## src/rtl/button_event_gen.sv

```systemverilog
// Turns the debounced button level into one-cycle press / release / long-press /
// auto-repeat pulses, plus a held level. All outputs are registered.
module button_event_gen #(
  parameter int LONG_PRESS_TIME = 50_000_000,
  parameter int REPEAT_PERIOD   = 10_000_000
) (
  input  logic       clk,
  input  logic       rst,
  input  logic       btn,
  input  logic       repeat_en,
  output logic       press_pulse,
  output logic       release_pulse,
  output logic       long_press_pulse,
  output logic       repeat_pulse,
  output logic       held,
  output logic [1:0] dbg_state_o
);

  localparam int MAX_T = (LONG_PRESS_TIME > REPEAT_PERIOD) ? LONG_PRESS_TIME : REPEAT_PERIOD;
  localparam int CW    = (MAX_T > 2) ? $clog2(MAX_T) : 1;
  localparam logic [CW-1:0] LP_LAST  = CW'(LONG_PRESS_TIME - 1);
  localparam logic [CW-1:0] REP_LAST = CW'(REPEAT_PERIOD - 1);

  typedef enum logic [1:0] {
    WAIT_RELEASE = 2'd0,
    IDLE         = 2'd1,
    PRESSED      = 2'd2,
    HELD         = 2'd3
  } state_t;

  state_t        state_q, state_d;
  logic [CW-1:0] cnt_q, cnt_d;
  logic          press_q, press_d;
  logic          release_q, release_d;
  logic          long_q, long_d;
  logic          repeat_q, repeat_d;
  logic          held_q, held_d;

  // State register; outputs are registered alongside it.
  always_ff @(posedge clk) begin
    if (!rst) begin
      state_q   <= WAIT_RELEASE;
      cnt_q     <= '0;
      press_q   <= 1'b0;
      release_q <= 1'b0;
      long_q    <= 1'b0;
      repeat_q  <= 1'b0;
      held_q    <= 1'b0;
    end else begin
      state_q   <= state_d;
      cnt_q     <= cnt_d;
      press_q   <= press_d;
      release_q <= release_d;
      long_q    <= long_d;
      repeat_q  <= repeat_d;
      held_q    <= held_d;
    end
  end

  // Next state and counter. The counter restarts on every state change.
  always_comb begin
    state_d = state_q;
    cnt_d   = cnt_q;
    case (state_q)
      WAIT_RELEASE: begin
        cnt_d = '0;
        if (!btn) state_d = IDLE;
      end
      IDLE: begin
        cnt_d = '0;
        if (btn) state_d = PRESSED;
      end
      PRESSED: begin
        if (!btn) begin
          state_d = IDLE;
          cnt_d   = '0;
        end else if (cnt_q == LP_LAST) begin
          state_d = HELD;
          cnt_d   = '0;
        end else begin
          cnt_d = cnt_q + 1'b1;
        end
      end
      HELD: begin
        if (!btn) begin
          state_d = IDLE;
          cnt_d   = '0;
        end else if (!repeat_en) begin
          cnt_d = '0;
        end else if (cnt_q == REP_LAST) begin
          cnt_d = '0;
        end else begin
          cnt_d = cnt_q + 1'b1;
        end
      end
      default: begin
        state_d = WAIT_RELEASE;
        cnt_d   = '0;
      end
    endcase
  end

  // Pulse decode; a release on the same edge suppresses long/repeat naturally
  // because those branches require btn = 1.
  always_comb begin
    press_d   = 1'b0;
    release_d = 1'b0;
    long_d    = 1'b0;
    repeat_d  = 1'b0;
    case (state_q)
      IDLE:    press_d = btn;
      PRESSED: begin
        release_d = !btn;
        long_d    = btn && (cnt_q == LP_LAST);
      end
      HELD: begin
        release_d = !btn;
        repeat_d  = btn && repeat_en && (cnt_q == REP_LAST);
      end
      default: ;
    endcase
    held_d = (state_d == PRESSED) || (state_d == HELD);
  end

  assign press_pulse      = press_q;
  assign release_pulse    = release_q;
  assign long_press_pulse = long_q;
  assign repeat_pulse     = repeat_q;
  assign held             = held_q;
  assign dbg_state_o      = state_q;

endmodule

```

## config.mk

```make
export PLATFORM = sky130hd
export DESIGN_NAME = button_event_gen
export DESIGN_NICKNAME = d
export VERILOG_FILES = /design/src/rtl/button_event_gen.sv
export SDC_FILE = /design/constraint.sdc
export NUM_CORES = 1
export LEC_CHECK = 0
export BUFFER_PORTS_ARGS = -buffer_cell sky130_fd_sc_hd__buf_2
export CAP_MARGIN = 10
export CORE_AREA = 2 2 61 63
export DETAILED_ROUTE_END_ITERATION = 8
export DIE_AREA = 0 0 63 65
export GPL_TIMING_DRIVEN = 0
export PLACE_DENSITY = 0.67
export SLEW_MARGIN = 0
export SYNTH_ARGS = -nofsm -noshare
export SYNTH_HDL_FRONTEND = slang
export SYNTH_SLANG_ARGS = --single-unit
```

## constraint.sdc

```tcl
create_clock -name clk -period 4.5 [get_ports clk]
set_input_delay 0 -clock clk [delete_from_list [all_inputs] [get_ports clk]]
set_output_delay 0 -clock clk [all_outputs]
set_load 0.01 [all_outputs]
```

Word-level counts from Yosys, hierarchy flattened --
Cells that the tools add are included.
Operators by class: add/subtract/negate cells 1, reductions and logical operators 13, equal/unequal tests 7, multiplexer cells 11
Operator list (count):
- 26-bit two-way mux | 5
- 26-bit one-hot mux with 3 select lines | 1
- 26-bit by 1-bit adder with 26-bit output, second input constant | 1
- 26-bit by 24-bit == test with 1-bit output, second input constant | 1
- 26-bit == test, second input constant | 1
- 2-bit == test, second input constant | 4
- 2-bit two-way mux | 4
- 2-bit AND reduction | 4
- 2-bit one-hot mux with 3 select lines | 1
- 2-bit OR reduction | 3
- 1-bit logical AND | 3
- 2-bit by 1-bit == test with 1-bit output, second input constant | 1
- 2-bit logical NOT | 1
- 1-bit logical NOT | 1
- 1-bit logical OR | 1
Word-level totals: bits of input ports 4, flip-flop bits (word level) 33, output and inout port bits 7

Depth between registers and ports, before layout --
Gate-level depths: netlist of run 1.
word-level depth 6, depth in mapped cells 7

Least setup slack after synthesis of run 1 --
Ideal clock, no wire load.
path type register to register, from register cnt_q[0], to register cnt_q[24], path buffers 0, arrival 1.872 ns, cell stages (with the launch flop) 6, setup slack 2.549 ns, period minus slack after synthesis 1.951 ns, cell sequence dfxtp_1 ha_1 nand3_1 or4_4 or4_1 a22oi_1
On the way: cells in the longest elaborated chain, start to end 5, elaborated cells on any way between the ends 9
Ends and longest elaborated chain:
- start, declared | line 32 | logic [CW-1:0] cnt_q, cnt_d;
- start signal, assigned | line 51 | cnt_q <= cnt_d;
- 26-bit by 1-bit adder with 26-bit output / 26-bit by 24-bit == test with 1-bit output (equally long branches) | line 81, 93, 90
- 26-bit two-way mux | line 90 | end else if (cnt_q == REP_LAST) begin
- 26-bit two-way mux | line 88 | end else if (!repeat_en) begin
- 26-bit two-way mux | line 85 | if (!btn) begin
- 26-bit one-hot mux with 3 select lines * | line 64 | case (state_q)
Every way passes the cells marked *; elsewhere a longest branch is shown, timed or not. A chain may end at the register's enable or synchronous reset.

Final worst setup path of run 1 --
from register cnt_q[0], to register cnt_q[20]
Same word-level chain as after synthesis.

==> results of run 1 <==
cell usage in the layout (no fill, tap or decap), types with 4 or more instances in the layout:
cell,count
a21oi_1,14
a22oi_1,9
buf_2,14
nand2_1,10
dfxtp_1,32
or4_1,6
nand3_1,12
o21ai_0,9
nand4_1,5
xnor2_1,9
or3_1,10
clkbuf_1,4
inv_1,7
ha_1,5
dlygate4sd3_1,4
nor2_1,7
clkbuf_4,5
logic make-up (layout without fill, tap and decap cells):
logic type | count (synthesis) | after routing | share of synthesized area, %
flops | 32 | 32 | 39.4
buf+inv | 18 | 40 | 5.61
fa+ha+maj | 5 | 5 | 3.84
xor+xnor | 12 | 12 | 6.46
compound gates | 45 | 45 | 18.0
simple gates | 71 | 71 | 26.7
metal layers:
metal  GRT usage, %  wire length, µm  share of wire (%)
met1           21.9             1600                 46
met4           6.67               43                1.2
met5              0                0                  0
met3           5.21              142                4.1
met2           31.5             1690                 49
power by group through the flow:
| stage | Combinational (mW) | Sequential [mW] | Clock [mW] |
|---|---|---|---|
| final | 0.0251 | 0.289 | 0.223 |
| after global placement | 0.0218 | 0.295 | 0 |
| after CTS | 0.0253 | 0.289 | 0.227 |
| after global routing | 0.0290 | 0.290 | 0.240 |
| after detailed placement | 0.0229 | 0.295 | 0 |
| after floorplan | 0.0136 | 0.296 | 0 |
worst reg2reg max path, stage by stage (launching register included):
cell     delay, ns
dfxtp_1       0.39
ha_1          0.22
nand3_1       0.21
nor4_2        0.52
a21o_1        0.17
buf_2         0.19
buf_2         0.28
a22oi_1       0.14
state kept, by name (all words and copies together) (netlist names):
register,flops
dbg_state_o,2
press_pulse,1
cnt_q,26
long_press_pulse,1
repeat_pulse,1
release_pulse,1
worst min path at each step:
| stage | endpoint | cells after the start | from |
|---|---|---|---|
| final | dbg_state_o[0] | 3 | btn |
| after detailed placement | release_pulse | 2 | btn |
| after global routing | dbg_state_o[0] | 3 | btn |
| after CTS | dbg_state_o[0] | 3 | btn |
| after global placement | release_pulse | 2 | btn |
| after floorplan | release_pulse | 1 | btn |
cells in the mapped netlist (2+ instances only):
cell      instances
a21o_1            3
a21oi_1          14
a22oi_1           9
a22oi_2           2
and3_1            3
buf_2             4
buf_4             3
clkbuf_1          3
dfxtp_1          32
ha_1              5
inv_1             7
nand2_1          10
nand3_1          12
nand4_1           5
nor2_1            7
nor3_1            3
nor4_1            3
nor4_2            2
o21ai_0           9
o31ai_1           3
or3_1            10
or4_1             6
or4_4             2
or4bb_1           2
xnor2_1           9
xor2_1            3
cell type report:
| class | count | area share (%) |
|---|---|---|
| multi-input cells | 133 | 48.3 |
| flip-flops and latches | 32 | 34.5 |
| repair buffers | 14 | 4.86 |
| plain buffers | 11 | 3.51 |
| well taps | 48 | 3.24 |
| clock buffers | 6 | 2.23 |
| clock inverters | 2 | 1.89 |
| inverters | 7 | 1.42 |
timing repair:
| item | in CTS | in global routing |
|---|---|---|
| setup buffers | 0 | 0 |
| hold buffers | 4 | 0 |
| hold endpoints to repair | 6 | 0 |
==> impl_metrics.env, run 1 <==
export IMPL_worst_path_most_repeated_cell="buf_2"
export IMPL_relSlewSlack_pct=69.5
export IMPL_grt_pass1_vias=1284
export IMPL_cts_htree_levels=2
export IMPL_dpl_instance_area_um2=1740
export IMPL_synth_cells=183
export IMPL_overflow=0
export IMPL_register_area_um2=641
export IMPL_critPathCaptureType="flop"
export IMPL_max_vdd_ir_drop_uv=194
export IMPL_crit_start="cnt_q[0]"
export IMPL_powerDensity_nw_per_um2=289
export IMPL_rsz0062_at_grt="no"
export IMPL_status="finished clean"
export IMPL_placementRows=22
export IMPL_max_clock_path_buffers=2
export IMPL_antenna_found_initial=0
export IMPL_setup_worst_path_class="reg -> reg"
export IMPL_yosysSeqAreaShare_pct=39.4
export IMPL_seqPwrFrac_pct=53.8
export IMPL_grt_max_degree=11
export IMPL_route_detailed_drc=0
export IMPL_synth_area_um2=1630
export IMPL_clkTransAtPathRegs_ns=0.11
export IMPL_power_switching_uw=123
export IMPL_min_path_type="in -> reg"
export IMPL_power_uw=537
export IMPL_hold_viol=0
export IMPL_die_y_um=65
export IMPL_dr_pass1_iters=5
export IMPL_clockRootBuffer="clkbuf_4"
export IMPL_crit_slowest_cell="nor4_2"
export IMPL_cp_required_ns=4.72
export IMPL_post_drt_wl_per_cell_um=13.8
export IMPL_ys_ff_latch=32
export IMPL_crit_end="cnt_q[20]"
export IMPL_grt_usage_pct=18.4
export IMPL_core_area_um2=3500
export IMPL_path_max_fanout=10
export IMPL_nets=213
export IMPL_clock_skew_ns=0.00860
export IMPL_clock_latency_ns=0.34
export IMPL_p_clk_share_pct=41.5
export IMPL_start_kind="flop"
export IMPL_hold_ws_ns=0.458
export IMPL_stdcell_area_um2=1850
export IMPL_dieArea_um2=4100
export IMPL_synthFlopType="dfxtp_1"
export IMPL_drv_slew=0
export IMPL_place_ws_ns=2.30
export IMPL_cp_num_cells=7
export IMPL_nFillCells=327
export IMPL_synth_area_leaders="dfxtp_1, xnor2_1, a21oi_1"
export IMPL_cap_violations=0
export IMPL_power_frac_comb_pct=4.7
export IMPL_drt_total_wl_um=3480
export IMPL_async_flop_share_pct=0
export IMPL_cp_cell_sequence="ha_1 -> nand3_1 -> nor4_2 -> a21o_1 -> buf_2 -> buf_2 -> a22oi_1"
export IMPL_dr_first_iter_drc_count=113
export IMPL_numCtsBuffers=5
export IMPL_worst_pin_slew_ns=0.453
export IMPL_setup_tns_ns=0
export IMPL_setup_viol=0
export IMPL_cp_data_arrival_time_ns=2.45
export IMPL_rrSetupSlack_ns=2.27
export IMPL_post_cts_resized=0
export IMPL_synthToLayoutAreaGrowth_pct=13.9
export IMPL_cts_sinks=32
export IMPL_vias=1427
export IMPL_synth_warnings=0
export IMPL_cp_top_family="simple AND/OR/NAND/NOR gates"
export IMPL_synth_edff_count=0
export IMPL_ios=11
export IMPL_leakage_nw=0.571
export IMPL_cts_tree="yes"
export IMPL_dp_hpwl_um=2470
export IMPL_vias_per_cell=5.64
export IMPL_port_buffer_count=10
export IMPL_r2r_end="cnt_q[20]"
export IMPL_syn_area_per_cell_um2=8.90
export IMPL_p_int_uw=414
export IMPL_synth_distinct_cells=38
export IMPL_fin_crit_sh_pct=49.6
export IMPL_crit_buf_inv=2
export IMPL_p_sw_share_pct=22.9
export IMPL_rr_worst_depth=7
export IMPL_die_x_um=63
export IMPL_max_freq_mhz=448
export IMPL_setup_ws_ns=2.27
export IMPL_postRouteAntennaNets=0
export IMPL_finalNonFillerCells=253
export IMPL_initial_core_util_pct=46.6
export IMPL_r2r_start="cnt_q[0]"
export IMPL_place_gp_congestion=0.903
export IMPL_multi_input_area_um2=896
export IMPL_fin_crit_ns=2.23
export IMPL_syn_num_nets=192
export IMPL_diodes=0
export IMPL_yosys_area_top_type="dfxtp_1"
export IMPL_post_route_util_pct=53.0
export IMPL_grt_pass1_wl_um=5840
export IMPL_drive_gt1_share_pct=16.1
export IMPL_synth_top_area_share_pct=39.4
export IMPL_slowest_delay_ns=0.52
export IMPL_dp_cells=241
(Power assumes the default switching activity.)
==> inputs of run 2 (changes only) <==
PLACE_DENSITY = 0.7   (was 0.67)
clock period = 1.9 ns   (was 4.5 ns; I/O delays follow)
==> run 2 against run 1 <==
Compared with the run above: sequential power rose by 140%; register-to-register slack got worse by 2.3 ns; worst setup slack got worse by 2.3 ns; routed wire length rose by 21%; non-clock buffer count rose by 14; largest power group unchanged; global-route usage rose by 1.2 points; critical endpoint is now cnt_q[24]; clock skew rose by 0.00057 ns; the run now ends with setup timing left; highest routed layer unchanged; count of clock-buffer cells in the layout did not move; via count rose by 8.5%; die area did not move; worst hold slack got worse by 0.018 ns; utilization rose by 10 points.
==> impl_metrics.env, run 2 (same netlist as run 1, synthesis figures left out) <==
export IMPL_grt_busiest_layer="met2"
export IMPL_place_gp_congestion=0.898
export IMPL_fin_crit_ns=1.95
export IMPL_setup_ws_ns=-0.0479
export IMPL_max_clock_path_buffers=2
export IMPL_synthToLayoutAreaGrowth_pct=35.9
export IMPL_dieArea_um2=4100
export IMPL_critPathCaptureType="flop"
export IMPL_drv_slew=0
export IMPL_grt_pass1_wl_um=6300
export IMPL_fin_crit_sh_pct=103
export IMPL_die_y_um=65
export IMPL_drive_gt1_share_pct=42.9
export IMPL_clkTransAtPathRegs_ns=0.10
export IMPL_hold_ws_ns=0.440
export IMPL_port_buffer_count=10
export IMPL_nFillCells=280
export IMPL_final_cell_mix="dfxtp_1, buf_4, a21oi_2, dfxtp_2, nand3_1"
export IMPL_p_int_uw=884
export IMPL_dr_first_iter_drc_count=75
export IMPL_max_freq_mhz=513
export IMPL_power_switching_uw=281
export IMPL_cts_tree="yes"
export IMPL_placementRows=22
export IMPL_finalNonFillerCells=267
export IMPL_violations="setup timing"
export IMPL_grt_usage_pct=19.6
export IMPL_p_sw_share_pct=24.2
export IMPL_globalRouteMet1Util_pct=22.0
export IMPL_dp_cells=241
export IMPL_status="finished, violations left"
export IMPL_ios=11
export IMPL_rrSetupSlack_ns=-0.05
export IMPL_setup_viol=18
export IMPL_p_clk_share_pct=35.7
export IMPL_rsz0062_at_grt="yes"
export IMPL_use_met2_pct=35.5
export IMPL_cp_data_arrival_time_ns=2.21
export IMPL_dp_hpwl_um=2520
export IMPL_drt_total_wl_um=4200
export IMPL_post_drt_wl_per_cell_um=15.7
export IMPL_largest_reg_flops=26
export IMPL_initial_core_util_pct=46.6
export IMPL_grt_max_degree=11
export IMPL_relSlewSlack_pct=77.0
export IMPL_max_flop_register="cnt_q"
export IMPL_numCtsBuffers=5
export IMPL_diodes=0
export IMPL_power_frac_comb_pct=5.8
export IMPL_start_kind="flop"
export IMPL_grt_pass1_vias=1433
export IMPL_cp_required_ns=2.17
export IMPL_final_common_cell="dfxtp_1"
export IMPL_cts_htree_levels=2
export IMPL_die_x_um=63
export IMPL_leakage_nw=0.716
export IMPL_clock_latency_ns=0.34
export IMPL_vias_per_cell=5.80
export IMPL_route_detailed_drc=0
export IMPL_cts_sinks=32
export IMPL_seqPwrFrac_pct=58.5
export IMPL_powerDensity_nw_per_um2=527
export IMPL_worst_pin_slew_ns=0.342
export IMPL_path_max_fanout=5
export IMPL_multi_input_area_um2=1050
export IMPL_clock_skew_ns=0.00917
export IMPL_postRouteAntennaNets=0
export IMPL_dr_pass1_iters=4
export IMPL_vias=1548
export IMPL_clockRootBuffer="clkbuf_4"
export IMPL_max_vdd_ir_drop_uv=390
export IMPL_core_area_um2=3500
export IMPL_cap_violations=0
export IMPL_antenna_found_initial=0
export IMPL_hold_viol=0
export IMPL_met3_usage_pct=4.34
export IMPL_overflow=0
export IMPL_min_path_type="reg -> reg"
export IMPL_nets=227
export IMPL_setup_worst_path_class="reg -> reg"
export IMPL_register_area_um2=664
[run 2: changes by cell type in the layout (fill, tap and decap cells not counted), sizes merged]
| cell | before | now |
|---|---|---|
| buf | 18 | 32 |
| bufinv | 1 | 0 |
| clkinv | 1 | 2 |
[run 2: layout make-up]
cell class | count | area share (%)
Inverter | 7 | 1.19
Timing Repair Buffer | 30 | 11.3
Sequential cell | 32 | 30.0
Tap cell | 48 | 2.71
Clock buffer | 6 | 2.32
Clock inverter | 2 | 0.452
Buffer | 9 | 4.41
Multi-Input combinational cell | 133 | 47.6
[run 2: worst paths after layout]
path / startpoint / endpoint / depth (start not counted)
max: cnt_q[1] / cnt_q[24] / 5
min: cnt_q[0] / cnt_q[0] / 1
max reg2reg: cnt_q[1] / cnt_q[24] / 5
min reg2reg: cnt_q[0] / cnt_q[0] / 1
[run 2: routing by layer]
layer	wire, µm	part of all wire [%]	vias up
li1	-	-	747
met5	0	0	-
met1	1800	43	735
met2	2130	51	59
met4	70	1.7	0
met3	205	4.9	7
[run 2: worst max-delay path, cell delays in order (launching register included)]
cell,delay [ns]
dfxtp_2,0.38
ha_4,0.16
nand3_4,0.09
or4_4,0.59
or4_4,0.53
a22oi_2,0.12
[run 2: power groups by stage]
stage                     registers, mW  logic, mW  clock network, mW
after global routing              0.683     0.0771              0.447
final                             0.682     0.0681              0.415
after detailed placement          0.700     0.0541                  0
after CTS                         0.684     0.0603              0.422
after floorplan                   0.702     0.0322                  0
after global placement            0.699     0.0512                  0
[run 2: per-stage QoR]
stage	area, µm²	setup TNS (ns)	util, %	power (mW)	worst slack [ns]
floorplan	1640	0	-	0.734	0.00838
global placement	1750	-3.78	49.9	0.750	-0.212
detailed placement	1750	-4.82	49.9	0.754	-0.262
CTS	1960	-0.00750	56.0	1.17	-0.00602
global route	2210	-2.03	63.3	1.21	-0.114
finish	2210	-0.222	63.3	1.16	-0.0479
[run 2: timing repair]
action                                  CTS  global route
pin swaps                                 5            27
endpoints found under the setup margin   25            24
endpoints found under the hold margin     6             0
resized for setup                        25            38
hold buffers                              4             0
gates cloned                              0             3
setup buffers                             4             9
==> inputs of run 3 (changes only) <==
ABC_AREA = 1   (was unset)
CORE_AREA = 2 2 64 66   (was 2 2 61 63)
DIE_AREA = 0 0 66 68   (was 0 0 63 65)
==> run 3 against run 2 <==
Compared with the run above: non-clock buffer count shrank 23; critical path type unchanged; the run now ends clean; routed wire length decreased by 10%; fmax is 14% higher.
==> impl_metrics.env, run 3 <==
export IMPL_final_common_cell="nand2_1"
export IMPL_hold_viol=0
export IMPL_max_flop_register="cnt_q"
export IMPL_r2r_end="cnt_q[0]"
export IMPL_rrSetupSlack_ns=0.19
export IMPL_antenna_found_initial=0
export IMPL_vias_per_cell=4.90
export IMPL_placementRows=23
export IMPL_grt_usage_pct=19.7
export IMPL_clock_latency_ns=0.29
export IMPL_drv_slew=0
export IMPL_clock_skew_ns=0.00522
export IMPL_core_area_um2=3860
export IMPL_final_cell_mix="nand2_1, nor2_1, dfxtp_1"
export IMPL_dpl_instance_area_um2=1920
export IMPL_synth_warnings=0
export IMPL_ys_ff_latch=32
export IMPL_cts_htree_levels=2
export IMPL_syn_num_nets=281
export IMPL_crit_buf_inv=2
export IMPL_drive_gt1_share_pct=12.3
export IMPL_dr_pass1_iters=4
export IMPL_synth_edff_count=0
export IMPL_clockRootBuffer="clkbuf_8"
export IMPL_path_max_fanout=10
export IMPL_cp_data_arrival_time_ns=1.90
export IMPL_yosys_area_share_simple_pct=43.9
export IMPL_synth_area_um2=1810
export IMPL_synthToLayoutAreaGrowth_pct=14.7
export IMPL_setup_viol=0
export IMPL_synth_compound_area_share_pct=1.73
export IMPL_drt_total_wl_um=3780
export IMPL_place_gp_congestion=0.927
export IMPL_cap_violations=0
export IMPL_synth_top_area_share_pct=35.4
export IMPL_diodes=0
export IMPL_synth_area_leaders="dfxtp_1, nand2_1, nor2_1"
export IMPL_clkTransAtPathRegs_ns=0.07
export IMPL_post_drt_wl_per_cell_um=11.1
export IMPL_synth_distinct_cells=25
export IMPL_dieArea_um2=4490
export IMPL_cp_cell_sequence="ha_1 -> nand3_2 -> inv_4 -> nand2_2 -> nor2_2 -> nand2_1 -> nand3_2 -> nand2_2 -> nand2_4 -> buf_6 -> nor2_1"
export IMPL_vias=1677
export IMPL_synth_top_family_by_area="simple AND/OR/NAND/NOR gates"
export IMPL_power_mw=1.54
export IMPL_die_x_um=66
export IMPL_critPathCaptureType="flop"
export IMPL_cp_required_ns=2.08
export IMPL_worst_pin_slew_ns=0.532
export IMPL_muxShareOfSynthArea_pct=0
export IMPL_finalNonFillerCells=342
export IMPL_leakage_nw=0.739
export IMPL_grt_max_degree=11
export IMPL_dp_hpwl_um=2910
export IMPL_hold_ws_ns=0.478
export IMPL_rr_worst_depth=11
export IMPL_syn_area_per_cell_um2=6.66
export IMPL_relSlewSlack_pct=64.3
export IMPL_rsz0062_at_grt="no"
export IMPL_nets=300
export IMPL_start_kind="flop"
export IMPL_max_vdd_ir_drop_uv=377
export IMPL_max_freq_mhz=584
export IMPL_yosysSeqAreaShare_pct=35.4
export IMPL_synthFlopType="dfxtp_1"
export IMPL_postRouteAntennaNets=0
export IMPL_initial_core_util_pct=47.0
export IMPL_slowest_delay_ns=0.37
export IMPL_postCtsSetupBuffers=0
export IMPL_synth_xor_area_share_pct=7.25
export IMPL_cp_top_family="simple AND/OR/NAND/NOR gates"
export IMPL_worstHoldEndpoint="cnt_q[0]"
export IMPL_fin_crit_sh_pct=90.2
export IMPL_numCtsBuffers=5
export IMPL_dp_cells=331
export IMPL_synth_fa_ha_area_share_pct=3.45
export IMPL_yosys_area_top_type="dfxtp_1"
export IMPL_max_clock_path_buffers=2
export IMPL_setup_tns_ns=0
export IMPL_cts_sinks=32
export IMPL_netlist_top_cells_count="nand2_1, nor2_1, dfxtp_1"
export IMPL_port_buffer_count=9
export IMPL_synth_cells=272
export IMPL_status="finished clean"
export IMPL_largest_reg_flops=26
export IMPL_overflow=0
export IMPL_setup_worst_path_class="reg -> reg"
export IMPL_grt_pass1_vias=1555
export IMPL_ios=11
export IMPL_synth_most_common_cell="nand2_1"
export IMPL_cts_tree="yes"
export IMPL_powerDensity_nw_per_um2=743
export IMPL_async_flop_share_pct=0
export IMPL_stdcell_area_um2=2080
export IMPL_grt_pass1_wl_um=6710
export IMPL_hold_start="cnt_q[0]"
export IMPL_min_path_type="reg -> reg"
export IMPL_dr_first_iter_drc_count=94
export IMPL_die_y_um=68
export IMPL_crit_slowest_cell="dfxtp_1"
export IMPL_route_detailed_drc=0
export IMPL_r2r_start="cnt_q[0]"
export IMPL_fin_crit_ns=1.71
export IMPL_hold_depth=1
==> run 3: metal layers <==
metal | track usage [%] | up-vias | wire length, µm
li1 | - | 892 | -
met1 | 24.4 | 739 | 1790
met2 | 32.2 | 37 | 1690
met3 | 5.26 | 9 | 203
met4 | 8.93 | 0 | 104
met5 | 0 | - | 0
==> run 3: final cells by class <==
type / count / area, µm²
fill: 391 / 1780
clock buffer: 7 / 96.3
sequential: 32 / 641
inverter: 31 / 119
tap: 50 / 62.6
multi-input combinational: 205 / 1020
timing repair buffer: 12 / 75.1
buffer: 4 / 35.0
clock inverter: 1 / 30.0
==> run 3: cells by family after synthesis <==
group | after synthesis
buffers and inverters | 35
and+or+nand+nor | 180
DFF | 32
xor gates and xnor gates | 15
adders and majority gates | 5
AOI/OAI and AO/OA | 5
==> run 3: per-stage QoR <==
| stage | setup slack [ns] | util, % |
|---|---|---|
| detailed placement | 0.191 | 49.8 |
| global route | 0.00973 | 53.9 |
| floorplan | 0.426 | - |
| finish | 0.186 | 53.9 |
| global placement | 0.216 | 49.8 |
| CTS | 0.171 | 53.8 |
==> run 3: where the power goes <==
part / total [mW] / switching (mW) / internal (mW)
Sequential: 0.698 / 0.0151 / 0.683
Clock: 0.719 / 0.257 / 0.463
Combinational: 0.127 / 0.0714 / 0.0559
==> run 3: worst max path at each step <==
| stage | startpoint | end | slack, ns | cells after the start |
|---|---|---|---|---|
| after floorplan | cnt_q[0] | cnt_q[0] | 0.43 | 11 |
| after global placement | cnt_q[0] | cnt_q[0] | 0.22 | 11 |
| after detailed placement | cnt_q[0] | cnt_q[0] | 0.19 | 11 |
| after CTS | cnt_q[0] | cnt_q[0] | 0.17 | 11 |
| after global routing | cnt_q[0] | cnt_q[23] | 0.01 | 11 |
| final | cnt_q[0] | cnt_q[0] | 0.19 | 11 |
==> run 3: repair_timing <==
action                                 CTS  global route
endpoints found under the hold margin    3             0
resized for setup                        0             1
hold buffers                             3             0
setup endpoints to repair                0             1
